File: src/rtl/term_quant_pkg.sv
// Shared types and engine constants for the term quantisation datapath.
// The engine's per-lane counters are ENG_CNT_W bits wide, which sets the longest legal group.
package term_quant_pkg;

    localparam int NUM_LANES     = 4;
    localparam int ENG_CNT_W     = 3;
    localparam int MAX_GROUP_LEN = 2**ENG_CNT_W - 1;

    typedef enum logic [1:0] {
        S_IDLE,
        S_CLEAR,
        S_STREAM,
        S_FINISH
    } sched_state_e;

endpackage

File: src/rtl/term_group_scheduler_if.sv
// Valid/ready stream signals between the term source, the scheduler and the downstream accumulator.
interface term_group_scheduler_if;

    logic in_valid;
    logic in_ready;
    logic out_valid;
    logic out_ready;
    logic out_last;

    modport slave (
        input  in_valid, out_ready,
        output in_ready, out_valid, out_last
    );

    modport master (
        output in_valid, out_ready,
        input  in_ready, out_valid, out_last
    );

endinterface

File: src/rtl/term_group_scheduler_out_stage.sv
// term_out_stage: a one-entry holding register that mirrors the engine's output register.
// It owns out_valid/out_last and produces in_ready/accept for the scheduler FSM.
module term_out_stage (
    input  logic clk,
    input  logic reset,
    input  logic stream_en,
    input  logic flush,
    input  logic in_valid,
    input  logic out_ready,
    input  logic beat_last,
    output logic in_ready,
    output logic accept,
    output logic out_valid,
    output logic out_last
);

    logic out_valid_d, out_valid_q;
    logic out_last_d,  out_last_q;

    // NOTE: every variable written here gets a default first, so no path can infer a latch.
    always_comb begin
        in_ready    = stream_en & (~out_valid_q | out_ready);
        accept      = in_valid & in_ready;
        out_valid_d = out_valid_q;
        out_last_d  = out_last_q;
        if (flush) begin
            out_valid_d = 1'b0;
            out_last_d  = 1'b0;
        end else if (accept) begin
            out_valid_d = 1'b1;
            out_last_d  = beat_last;
        end else if (out_ready) begin
            out_valid_d = 1'b0;
            out_last_d  = 1'b0;
        end
    end

    // NOTE: state updates use non-blocking assignments so all flops sample the same pre-edge values.
    always_ff @(posedge clk or negedge reset) begin
        if (!reset) begin
            out_valid_q <= 1'b0;
            out_last_q  <= 1'b0;
        end else begin
            out_valid_q <= out_valid_d;
            out_last_q  <= out_last_d;
        end
    end

    assign out_valid = out_valid_q;
    assign out_last  = out_last_q;

endmodule

File: src/rtl/term_group_scheduler.sv
// Sequences the 4-lane term comparator/truncator over a job of back-to-back term groups,
// clearing the engine between groups and gating it through power_on when no beat is taken.
module term_group_scheduler
    import term_quant_pkg::*;
#(
    parameter int CNT_W         = 4,
    parameter int GRP_W         = 8,
    parameter int MAX_GROUP_LEN = term_quant_pkg::MAX_GROUP_LEN
) (
    input  logic                   clk,
    input  logic                   reset,
    input  logic                   start,
    input  logic                   abort,
    input  logic                   cfg_mode,
    input  logic [CNT_W-1:0]       cfg_group_len,
    input  logic [GRP_W-1:0]       cfg_num_groups,
    output logic                   busy,
    output logic                   done,
    output logic                   eng_sel,
    output logic                   eng_power_on,
    output logic                   eng_reset,
    term_group_scheduler_if.slave  bus
);

    sched_state_e state_d, state_q;
    logic [CNT_W-1:0] beat_cnt_d, beat_cnt_q;
    logic [GRP_W-1:0] grp_cnt_d, grp_cnt_q;
    logic [CNT_W-1:0] len_d, len_q;
    logic [GRP_W-1:0] num_d, num_q;
    logic             mode_d, mode_q;
    logic             done_d, done_q;

    logic [CNT_W-1:0] clamped_len;
    logic             beat_last, grp_last;
    logic             stream_en, accept;

    assign clamped_len = (cfg_group_len > CNT_W'(MAX_GROUP_LEN)) ? CNT_W'(MAX_GROUP_LEN)
                                                                 : cfg_group_len;
    assign beat_last   = (beat_cnt_q == len_q - CNT_W'(1));
    assign grp_last    = (grp_cnt_q == num_q - GRP_W'(1));
    assign stream_en   = (state_q == S_STREAM) & ~abort;

    term_out_stage u_out_stage (
        .clk       (clk),
        .reset     (reset),
        .stream_en (stream_en),
        .flush     (abort),
        .in_valid  (bus.in_valid),
        .out_ready (bus.out_ready),
        .beat_last (beat_last),
        .in_ready  (bus.in_ready),
        .accept    (accept),
        .out_valid (bus.out_valid),
        .out_last  (bus.out_last)
    );

    always_comb begin
        state_d      = state_q;
        beat_cnt_d   = beat_cnt_q;
        grp_cnt_d    = grp_cnt_q;
        len_d        = len_q;
        num_d        = num_q;
        mode_d       = mode_q;
        done_d       = 1'b0;
        eng_power_on = 1'b0;
        eng_reset    = 1'b0;

        if (abort) begin
            state_d    = S_IDLE;
            beat_cnt_d = '0;
            grp_cnt_d  = '0;
        end else begin
            unique case (state_q)
                S_IDLE: begin
                    if (start) begin
                        len_d      = clamped_len;
                        num_d      = cfg_num_groups;
                        mode_d     = cfg_mode;
                        beat_cnt_d = '0;
                        grp_cnt_d  = '0;
                        state_d    = (clamped_len == '0 || cfg_num_groups == '0) ? S_FINISH
                                                                                 : S_CLEAR;
                    end
                end
                // The engine clear leaves its output register alone, so a pending beat survives.
                S_CLEAR: begin
                    eng_power_on = 1'b1;
                    eng_reset    = 1'b1;
                    beat_cnt_d   = '0;
                    state_d      = S_STREAM;
                end
                S_STREAM: begin
                    eng_power_on = accept;
                    if (accept) begin
                        beat_cnt_d = beat_cnt_q + CNT_W'(1);
                        if (beat_last) begin
                            if (grp_last) begin
                                state_d = S_FINISH;
                            end else begin
                                grp_cnt_d = grp_cnt_q + GRP_W'(1);
                                state_d   = S_CLEAR;
                            end
                        end
                    end
                end
                S_FINISH: begin
                    if (!(bus.out_valid && !bus.out_ready)) begin
                        done_d     = 1'b1;
                        beat_cnt_d = '0;
                        grp_cnt_d  = '0;
                        state_d    = S_IDLE;
                    end
                end
                default: state_d = S_IDLE;
            endcase
        end
    end

    always_ff @(posedge clk or negedge reset) begin
        if (!reset) begin
            state_q    <= S_IDLE;
            beat_cnt_q <= '0;
            grp_cnt_q  <= '0;
            len_q      <= '0;
            num_q      <= '0;
            mode_q     <= 1'b0;
            done_q     <= 1'b0;
        end else begin
            state_q    <= state_d;
            beat_cnt_q <= beat_cnt_d;
            grp_cnt_q  <= grp_cnt_d;
            len_q      <= len_d;
            num_q      <= num_d;
            mode_q     <= mode_d;
            done_q     <= done_d;
        end
    end

    assign busy    = (state_q != S_IDLE);
    assign done    = done_q;
    assign eng_sel = busy & mode_q;

endmodule

File: src/flat_wrapper.sv
// flat-port wrapper written by rule: the top's interface ports become plain ports
module term_group_scheduler_flat import term_quant_pkg::*;
#(
    parameter int CNT_W         = 4,
    parameter int GRP_W         = 8,
    parameter int MAX_GROUP_LEN = term_quant_pkg::MAX_GROUP_LEN
)
  (clk, reset, start, abort, cfg_mode, cfg_group_len, cfg_num_groups, busy, done, eng_sel, eng_power_on, eng_reset, bus_in_valid, bus_out_ready, bus_in_ready, bus_out_valid, bus_out_last);
  term_group_scheduler_if bus_i ();
  input  logic clk;
  input  logic reset;
  input  logic start;
  input  logic abort;
  input  logic cfg_mode;
  input  logic [CNT_W-1:0] cfg_group_len;
  input  logic [GRP_W-1:0] cfg_num_groups;
  output logic busy;
  output logic done;
  output logic eng_sel;
  output logic eng_power_on;
  output logic eng_reset;
  input wire logic [$bits(bus_i.in_valid)-1:0] bus_in_valid;
  input wire logic [$bits(bus_i.out_ready)-1:0] bus_out_ready;
  output wire logic [$bits(bus_i.in_ready)-1:0] bus_in_ready;
  output wire logic [$bits(bus_i.out_valid)-1:0] bus_out_valid;
  output wire logic [$bits(bus_i.out_last)-1:0] bus_out_last;
  assign bus_i.in_valid = bus_in_valid;
  assign bus_i.out_ready = bus_out_ready;
  assign bus_in_ready = bus_i.in_ready;
  assign bus_out_valid = bus_i.out_valid;
  assign bus_out_last = bus_i.out_last;
  term_group_scheduler #(.CNT_W(CNT_W), .GRP_W(GRP_W), .MAX_GROUP_LEN(MAX_GROUP_LEN)) u_core (.clk(clk), .reset(reset), .start(start), .abort(abort), .cfg_mode(cfg_mode), .cfg_group_len(cfg_group_len), .cfg_num_groups(cfg_num_groups), .busy(busy), .done(done), .eng_sel(eng_sel), .eng_power_on(eng_power_on), .eng_reset(eng_reset), .bus(bus_i));
endmodule
File: config.mk
export PLATFORM = sky130hd
export DESIGN_NAME = term_group_scheduler_flat
export DESIGN_NICKNAME = d
export VERILOG_FILES = /design/src/rtl/term_quant_pkg.sv /design/src/rtl/term_group_scheduler_if.sv /design/src/rtl/term_group_scheduler_out_stage.sv /design/src/rtl/term_group_scheduler.sv /design/src/flat_wrapper.sv
export SDC_FILE = /design/constraint.sdc
export NUM_CORES = 1
export LEC_CHECK = 0
export BUFFER_PORTS_ARGS = -buffer_cell sky130_fd_sc_hd__buf_4
export CORE_MARGIN = 5
export CORE_UTILIZATION = 53
export CTS_BUF_LIST = sky130_fd_sc_hd__clkbuf_4 sky130_fd_sc_hd__clkbuf_8
export DETAILED_ROUTE_END_ITERATION = 8
export PLACE_DENSITY = 0.74
export SYNTH_ARGS = -nofsm -noshare
export SYNTH_HDL_FRONTEND = slang
export SYNTH_SLANG_ARGS = --single-unit
File: constraint.sdc
create_clock -name clk -period 5.95 [get_ports clk]
set_clock_uncertainty 0.05 [all_clocks]
set_input_delay 0.2975 -clock clk [delete_from_list [all_inputs] [get_ports clk]]
set_output_delay 0.2975 -clock clk [all_outputs]
set_load 0.02 [all_outputs]
# Word-level counts from Yosys, hierarchy flattened
# Index checks and enable logic that the tools add are counted.
# word_totals
regBits	30
elab_cells	77
# op_classes
addsub	4
order_cmp	1
eq_ne	10
muxes	33
n_bitwise	7
n_reduce_logical	13
# ops
operator	count
8-bit two-way mux	6
8-bit case mux with 3 select lines	1
4-bit two-way mux	5
4-bit case mux with 4 select lines	1
2-bit two-way mux	7
3-bit inequality test (second input constant)	4
1-bit two-way mux	11
8-bit by 1-bit adder with 8-bit output (second input constant)	1
8-bit equality test	1
8-bit zero test	1
2-bit case mux with 4 select lines	1
8-bit by 1-bit subtractor with 8-bit output (second input constant)	1
3-bit AND reduction	2
6-bit AND reduction	1
4-bit by 1-bit adder with 4-bit output (second input constant)	1
1-bit bitwise AND	4
2-bit equality test (second input constant)	2
4-bit equality test	1
4-bit by 3-bit > comparator with 1-bit output (second input constant)	1
4-bit zero test	1
4-bit AND reduction	1
4-bit nonzero test	1
4-bit by 1-bit subtractor with 4-bit output (second input constant)	1
3-bit by 2-bit inequality test with 1-bit output (second input constant)	1
other kinds (10)	11

# Longest topological paths before layout
# Gate-level depths: netlist of run 1.
# depth
word_depth	8
mapped_depth	11
ltp_nobuf	9

# Cells and area by module
# Synthesis of run 1 repeated with hierarchy kept, for this count alone.
# unflattened
cells_unflattened	204
area_unflattened_um2	1929.4
# modules_own_cells
mod	n_inst	cells_per_inst	area_per_inst_um2
term_group_scheduler	1	193	1828.0
term_out_stage	1	11	101.3

# Worst setup path after synthesis of run 1
# No wires, ideal clock.
# synth_timing
kind	register to register
from	reg u_core.state_q[0]
to	reg u_core.grp_cnt_q[6]
setup_ns	0.125
arrival_time_ns	2.214
required_time_ns	5.775
path_slack_ns	3.561
stages_incl_launch_ff	10
period_less_slack_ns	2.389
cell_sequence	dfrtp_1 -> inv_1 -> ha_1 -> nand2b_1 -> a21oi_1 -> nor4_2 -> o21ai_2 -> a31oi_2 -> nor4b_4 -> mux2_4
# synth_between
elab_chain_len	6
elab_cells_between_ends	15
cone_classes	7 x eq/ne; 2 x mux; 3 x bitwise; 3 x reduce/logical
# synth_rtl
element	line_no	source
from (decl)	term_group_scheduler.sv:25	sched_state_e state_d, state_q;
from (signal assigned)	term_group_scheduler.sv:129	state_q <= state_d;
2-bit equality test	term_group_scheduler.sv:41, term_group_scheduler.sv:73	
1-bit bitwise AND	term_group_scheduler.sv:41	assign stream_en = (state_q == S_STREAM) & ~abort;
1-bit bitwise AND	term_group_scheduler_out_stage.sv:22	in_ready = stream_en & (~out_valid_q | out_ready);
1-bit bitwise AND	term_group_scheduler_out_stage.sv:23	accept = in_valid & in_ready;
3-bit by 2-bit inequality test with 1-bit output (no line)	--	
6-bit AND reduction (no line)	--	
to (signal assigned)	term_group_scheduler.sv:131	grp_cnt_q <= grp_cnt_d;
to (decl)	term_group_scheduler.sv:27	logic [GRP_W-1:0] grp_cnt_d, grp_cnt_q;
# Parallel ways exist; a longest one is shown, timed or not.
# A chain may end at the register's enable or synchronous reset.

# Worst setup path in the final report of run 1
# Same ends and word-level chain as after synthesis.

==> results of run 1 <==
worst max-delay path: cells and delay by family (launching register included):
kind            cells  cell delay [ns]
fa+ha+maj           1             0.25
compound gates      3             0.64
mux                 1             0.32
buf+inv             1             0.08
flops               1             0.40
simple gates        3             0.96
Yosys cell counts (all sizes together):
library cell	n
or2	1
o31ai	1
xnor2	10
nor4	5
a31o	3
nand3	3
nand3b	2
o22ai	2
dfrtp	30
nor2b	6
nand2	15
or3	1
mux2i	1
buf	4
o211ai	3
nor3	6
nor3b	3
nor4b	1
nand2b	5
and3	2
o21ai	11
or4	2
nand4	5
and4bb	1
a21o	1
a31oi	4
mux2	11
and2	2
a21oi	10
nor2	23
clkbuf	2
inv	14
a2bb2oi	1
ha	8
and4b	1
xor2	7
o22a	1
a221oi	2
a32oi	1
a211oi	1
layout make-up:
cell class / count / area (µm²) / area share
Clock buffer: 6 / 82.6 / 0.0354
Timing Repair Buffer: 27 / 205 / 0.0880
Tap cell: 48 / 60.1 / 0.0258
Sequential cell: 30 / 751 / 0.322
Inverter: 14 / 52.6 / 0.0225
Clock inverter: 2 / 12.5 / 0.00536
Multi-Input combinational cell: 162 / 1170 / 0.501
flip-flops by register name (all words and copies together) (netlist names):
name	cells
u_core.beat_cnt_q	4
u_core.state_q	2
u_core.done	1
u_core.u_out_stage.out_last	1
u_core.u_out_stage.out_valid	1
u_core.grp_cnt_q	8
u_core.mode_q	1
u_core.num_q	8
u_core.len_q	4
worst max-delay path by stage:
stage / depth (start not counted) / slack (ns) / to
finish: 9 / 3.14 / u_core.grp_cnt_q[6]
global route: 9 / 2.93 / u_core.grp_cnt_q[6]
CTS: 9 / 3.15 / u_core.grp_cnt_q[6]
detailed placement: 9 / 3.20 / u_core.grp_cnt_q[6]
global placement: 9 / 3.25 / u_core.grp_cnt_q[6]
floorplan: 9 / 3.56 / u_core.grp_cnt_q[6]
logic make-up (layout without fill, tap and decap cells):
logic type                 after synthesis  in the layout  synth area share
and+or+nand+nor                         84             84             0.242
AOI/OAI and AO/OA                       41             41             0.144
DFF                                     30             30             0.373
buffers and inverters                   20             49            0.0466
xor gates and xnor gates                17             17            0.0740
muxes                                   12             12            0.0702
adders and majority gates                8              8            0.0497
per-stage QoR:
step                utilization  power, mW
detailed placement        0.608      0.776
global route              0.637       1.03
CTS                       0.637      0.956
global placement          0.608      0.767
finish                    0.637      0.950
floorplan                     -      0.666
power breakdown:
group	internal, mW	total [mW]	switching [mW]	leakage [nW]
logic	0.203	0.450	0.247	0.592
registers	0.256	0.330	0.0736	0.389
clock network	0.0928	0.171	0.0779	0.0472
total	0.552	0.950	0.399	1.03
per-layer routing:
layer	vias up	routed length, µm	share of wire
li1	809	-	-
met2	34	2190	0.50
met4	0	87	0.020
met1	807	1990	0.45
met5	-	0	0
met3	8	159	0.036
timing repair:
action / 4_1_cts / 5_1_grt
gates resized for setup: 0 / 0
hold endpoints to repair: 30 / 0
hold buffers: 1 / 0
==> metrics.md, run 1 <==
| Metric | Value |
|---|---|
| Remaining DRCs | 0 |
| Max Clk Rate | 356 MHz |
| Final net count | 267 |
| Routed Antenna Nets | 0 |
| Met2 Use GR | 0.309 |
| Library cells used by synthesis | 50 |
| Ys Warns | 0 |
| Port Buffers | 26 |
| First-pass GRT wire length | 7870 µm |
| Setup violators final | 0 |
| Antenna diodes | 0 |
| Die Wd | 71.6 µm |
| Drt via density | 5.74 |
| Worst Setup SP | u_core.state_q[0] |
| Fin cells | 289 |
| P_leak | 1.03 nW |
| GR Util All Layers | 0.192 |
| Most common cell after layout, fill and taps aside | dfrtp_1 |
| I/O Pins | 27 |
| Largest fanout on the critical path | 6 |
| PwrDens | 408 nW/µm² |
| Clock Path Buffers | 2 |
| Hold Crit Class | in -> reg |
| Hold Vio Cnt, Final | 0 |
| TNS Setup | 0 ns |
| Worst hold start | cfg_mode |
| Core Region | 3660 µm² |
| H-tree depth | 2 |
| Measured slew at the worst slew-check pin | 0.583 ns |
| Min Tclk post-route | 2.81 ns |
| Max Slew Vio Count | 0 |
| Crit Path Class | reg -> reg |
| Initial core utilization | 0.550 |
| Crit-path cells | inv_1, ha_1, nand2b_1, a21oi_1, nor4_2, o21ai_2, a31oi_2, nor4b_4, mux2_4 |
| Worst slew margin | 0.610 |
| Mapped Nets | 239 |
| Crit share post-route | 0.472 |
| Drt pass-1 iters | 4 |
| Routed wire length | 4420 µm |
| Unrepaired setup endpoints after global routing | false |
| CP Launch Type | flop |
| Met1 GRT Util | 0.252 |
| Die area | 5130 µm² |
| Commonest non-fill, non-tap cells in the layout | 30 x dfrtp_1, 26 x buf_4, 23 x nor2_1 |
| Dpl cells | 280 |
| Syn_area_per_cell | 9.50 µm² |
| Clk pin slew, worst setup/hold paths | 0.07 ns |
| Worst path slowest cell | nor4_2 |
| Cts bufs inserted | 5 |
| Status | complete, no violations |
| Mapped Area | 2010 µm² |
| Initial antenna violation count | 0 |
| Hold slack | 0.193 ns |
| Largest net degree at the start of global routing | 31 |
| Hold Crit Depth | 2 |
| Worst path required time | 6.07 ns |
| Clk sinks | 30 |
| CTS tree | built |
| Avg WL per Cell | 15.3 µm |
| Vias | 1658 |
| Buffer count from post-CTS setup fixing | 0 |
| Layer carrying the most global-route usage | met2 |
| CTS Root Cell | clkbuf_8 |
| R2R setup slack | 3.14 ns |
| Yosys top cell by area | dfrtp_1 |
| Routability cong. | 0.887 |
| Synth top area share | 0.373 |
| Hpwl dp | 3270 µm |
| DP Area | 2230 µm² |
| Worst r2r src | u_core.state_q[0] |
| Met3 usage | 0.0407 |
| Reg2reg end | u_core.grp_cnt_q[6] |
| Seq/Total Area, Yosys | 0.373 |
| Synthesized instance count | 212 |
| Aggregate global routing overflow | 0 |
| Cell count of the worst reg-to-reg path | 9 |
| Worst skew pair latency | 0.28 ns |
| CP peak stage delay | 0.48 ns |
| Ratio of cells with drive above 1 in the final layout | 0.237 |
| Final worst slack | 3.14 ns |
| Max-Cap Viols | 0 |
| Final instance area | 2330 µm² |
| Cell row count | 22 |
| Area grow syn2layout | 15.8% |
| Fillers | 326 |
| Vias in the first global route | 1692 |
| DR iter-0 viols | 98 |
| Worst slack, placed | 3.20 ns |
| Flops & latches, synth | 30 |
| Die Height | 71.6 µm |
| Worst-case vdd ir drop | 0.000242 V |
| Critical Path Sink Type | flop |
| Critical path arrival | 2.93 ns |
| Area contributors post-synth | dfrtp_1 37%, mux2_2 5.0%, ha_1 5.0% |
| WHS Endpoint | u_core.mode_q |
Note: power is estimated with default switching activity, not from simulation.
==> run 2, diff against run 1 <==
==> constraint.sdc (replaced) <==
create_clock -name clk -period 2.8 [get_ports clk]
set_clock_uncertainty 0.05 [all_clocks]
set_input_delay 0.14 -clock clk [delete_from_list [all_inputs] [get_ports clk]]
set_output_delay 0.14 -clock clk [all_outputs]
set_load 0.02 [all_outputs]
==> run 2 against run 1 <==
Flip-flop and latch count did not move. Die area did not move. Power rose by 110%. Utilization rose by 0.41 points. Setup slack got worse by 3.0 ns. Non-clock buffer count rose by 3. Cell count rose by 0.69%. Combinational power rose by 120%. Sequential power rose by 110%. Maximum frequency rose by 6.1%. Critical path type unchanged. Largest cell class unchanged.
==> metrics.md, run 2 (synthesized netlist as in run 1, its figures left out) <==
| Metric | Value |
|---|---|
| Status | complete, no violations (unchanged) |
| TNS Setup | 0 ns (unchanged) |
| Die Wd | 71.6 µm (unchanged) |
| Hold slack | 0.0482 ns (was 0.193 ns) |
| Area grow syn2layout | 16.6% (was 15.8%) |
| Commonest non-fill, non-tap cells in the layout | 30 x dfrtp_1, 29 x buf_4, 23 x nor2_1 (was 30 x dfrtp_1, 26 x buf_4, 23 x nor2_1) |
| CTS tree | built (unchanged) |
| Worst path slowest cell | nor4_2 (unchanged) |
| Critical Path Sink Type | flop (unchanged) |
| Setup violators final | 0 (unchanged) |
| Hpwl dp | 3230 µm (was 3270 µm) |
| CP Launch Type | flop (unchanged) |
| Die area | 5130 µm² (unchanged) |
| First-pass GRT wire length | 7110 µm (was 7870 µm) |
| DR iter-0 viols | 86 (was 98) |
| Unrepaired setup endpoints after global routing | false (unchanged) |
| Initial antenna violation count | 0 (unchanged) |
| Max Clk Rate | 378 MHz (was 356 MHz) |
| Worst-case vdd ir drop | 0.000520 V (was 0.000242 V) |
| Largest fanout on the critical path | 5 (was 6) |
| Ratio of cells with drive above 1 in the final layout | 0.243 (was 0.237) |
| Buf/Inv on CP | 1 (unchanged) |
| Max-Cap Viols | 0 (unchanged) |
| Avg WL per Cell | 14.5 µm (was 15.3 µm) |
| Crit Path Class | reg -> reg (unchanged) |
| Worst skew pair latency | 0.28 ns (about the same) |
| Worst path required time | 2.92 ns (was 6.07 ns) |
| Drt pass-1 iters | 4 (unchanged) |
| CP delay by family, top | simple AND/OR/NAND/NOR gates (unchanged) |
| H-tree depth | 2 (unchanged) |
| PwrDens | 856 nW/µm² (was 408 nW/µm²) |
| Clk pin slew, worst setup/hold paths | 0.06 ns (was 0.07 ns) |
| CP peak stage delay | 0.41 ns (was 0.48 ns) |
| Routed Antenna Nets | 0 (unchanged) |
| Vias | 1618 (was 1658) |
| Crit-path cells | inv_1, ha_1, nand2b_1, a21oi_1, nor4_2, o21ai_2, or3_1, a21oi_2, mux2_4 (was inv_1, ha_1, nand2b_1, a21oi_1, nor4_2, o21ai_2, a31oi_2, nor4b_4, mux2_4) |
| Largest net degree at the start of global routing | 31 (unchanged) |
| Measured slew at the worst slew-check pin | 0.566 ns (was 0.583 ns) |
| Final Core Density | 0.641 (was 0.637) |
| R2R setup slack | 0.15 ns (was 3.14 ns) |
| CTS Root Cell | clkbuf_8 (unchanged) |
| Most common cell after layout, fill and taps aside | dfrtp_1 (unchanged) |
| Critical path arrival | 2.76 ns (was 2.93 ns) |
| Worst slew margin | 0.622 (was 0.610) |
| Aggregate global routing overflow | 0 (unchanged) |
| Drt via density | 5.56 (was 5.74) |
| Routability cong. | 0.849 (was 0.887) |
| GR Util All Layers | 0.174 (was 0.192) |
| Initial core utilization | 0.550 (unchanged) |
| Min Tclk post-route | 2.65 ns (was 2.81 ns) |
| Hold Vio Cnt, Final | 0 (unchanged) |
| Hold Crit Class | in -> reg (unchanged) |
| Buffer count from post-CTS setup fixing | 0 (unchanged) |
| I/O Pins | 27 (unchanged) |
| Antenna diodes | 0 (unchanged) |
| Vias in the first global route | 1533 (was 1692) |
| Crit share post-route | 0.946 (was 0.472) |
| P_leak | 1.04 nW (was 1.03 nW) |
| Clk sinks | 30 (unchanged) |
| Regs by FF count | u_core.grp_cnt_q x8, u_core.num_q x8 (unchanged) |
| Final net count | 270 (was 267) |
| Cell row count | 22 (unchanged) |
| Core Region | 3660 µm² (unchanged) |
| Remaining DRCs | 0 (unchanged) |
| Die Height | 71.6 µm (unchanged) |
| Routed wire length | 4210 µm (was 4420 µm) |
| Clock Path Buffers | 2 (unchanged) |
| Port Buffers | 26 (unchanged) |
| Max Slew Vio Count | 0 (unchanged) |
| Cts bufs inserted | 5 (unchanged) |
-- run 2: cell types whose count changed in the layout (fill, tap and decap cells not counted) --
cell,before,now
buf_4,26,29
a31oi_2,1,0
a31oi_4,0,1
clkbuf_8,6,5
clkinv_2,1,2
clkinvlp_4,1,0
-- run 2: worst paths after layout --
path,cells after the start,end,from
hold / removal,2,u_core.mode_q,cfg_mode
min in group asynchronous,2,u_core.done,reset
setup reg to reg,9,u_core.grp_cnt_q[5],u_core.state_q[0]
hold reg to reg,1,u_core.mode_q,u_core.mode_q
max in group asynchronous,2,u_core.len_q[2],reset
setup / recovery,9,u_core.grp_cnt_q[5],u_core.state_q[0]
-- run 2: cell type report --
cell class | instances | area [µm²]
clock buffers | 5 | 68.8
inverters | 14 | 52.6
multi-input cells | 162 | 1180
well taps | 48 | 60.1
clock inverters | 2 | 10.0
fillers | 327 | 1310
flip-flops and latches | 30 | 751
repair buffers | 30 | 228
-- run 2: worst reg2reg max path, stage by stage, from the launching register on --
cell	delay [ns]
dfrtp_1	0.40
inv_1	0.08
ha_1	0.25
nand2b_1	0.20
a21oi_1	0.13
nor4_2	0.41
o21ai_2	0.17
or3_1	0.41
a21oi_2	0.14
mux2_4	0.30
-- run 2: metrics by stage --
stage,area (µm²),std cells,worst slack (ns),power [mW]
detailed placement,2250,283,0.173,1.68
global placement,2250,283,0.244,1.67
global route,2350,291,0.0134,2.17
floorplan,2010,212,0.411,1.42
finish,2350,291,0.152,2.01
CTS,2340,291,0.130,2.01
-- run 2: where the power goes --
group | switching [mW] | total (mW) | internal [mW]
Sequential | 0.148 | 0.692 | 0.545
Combinational | 0.540 | 0.998 | 0.458
Clock | 0.153 | 0.319 | 0.166
-- run 2: what timing repair did --
| action | in CTS | in global routing |
|---|---|---|
| setup endpoints to repair | 0 | 1 |
| resized for setup | 0 | 1 |
| endpoints found under the hold margin | 30 | 0 |
| hold buffers | 1 | 0 |
-- run 2: layer usage --
layer	vias to the layer above	global-route usage	routed length [µm]
met1	780	0.242	2010
met4	0	0.0626	25
met5	-	0	0
li1	811	-	-
met2	23	0.264	2080
met3	4	0.0421	103
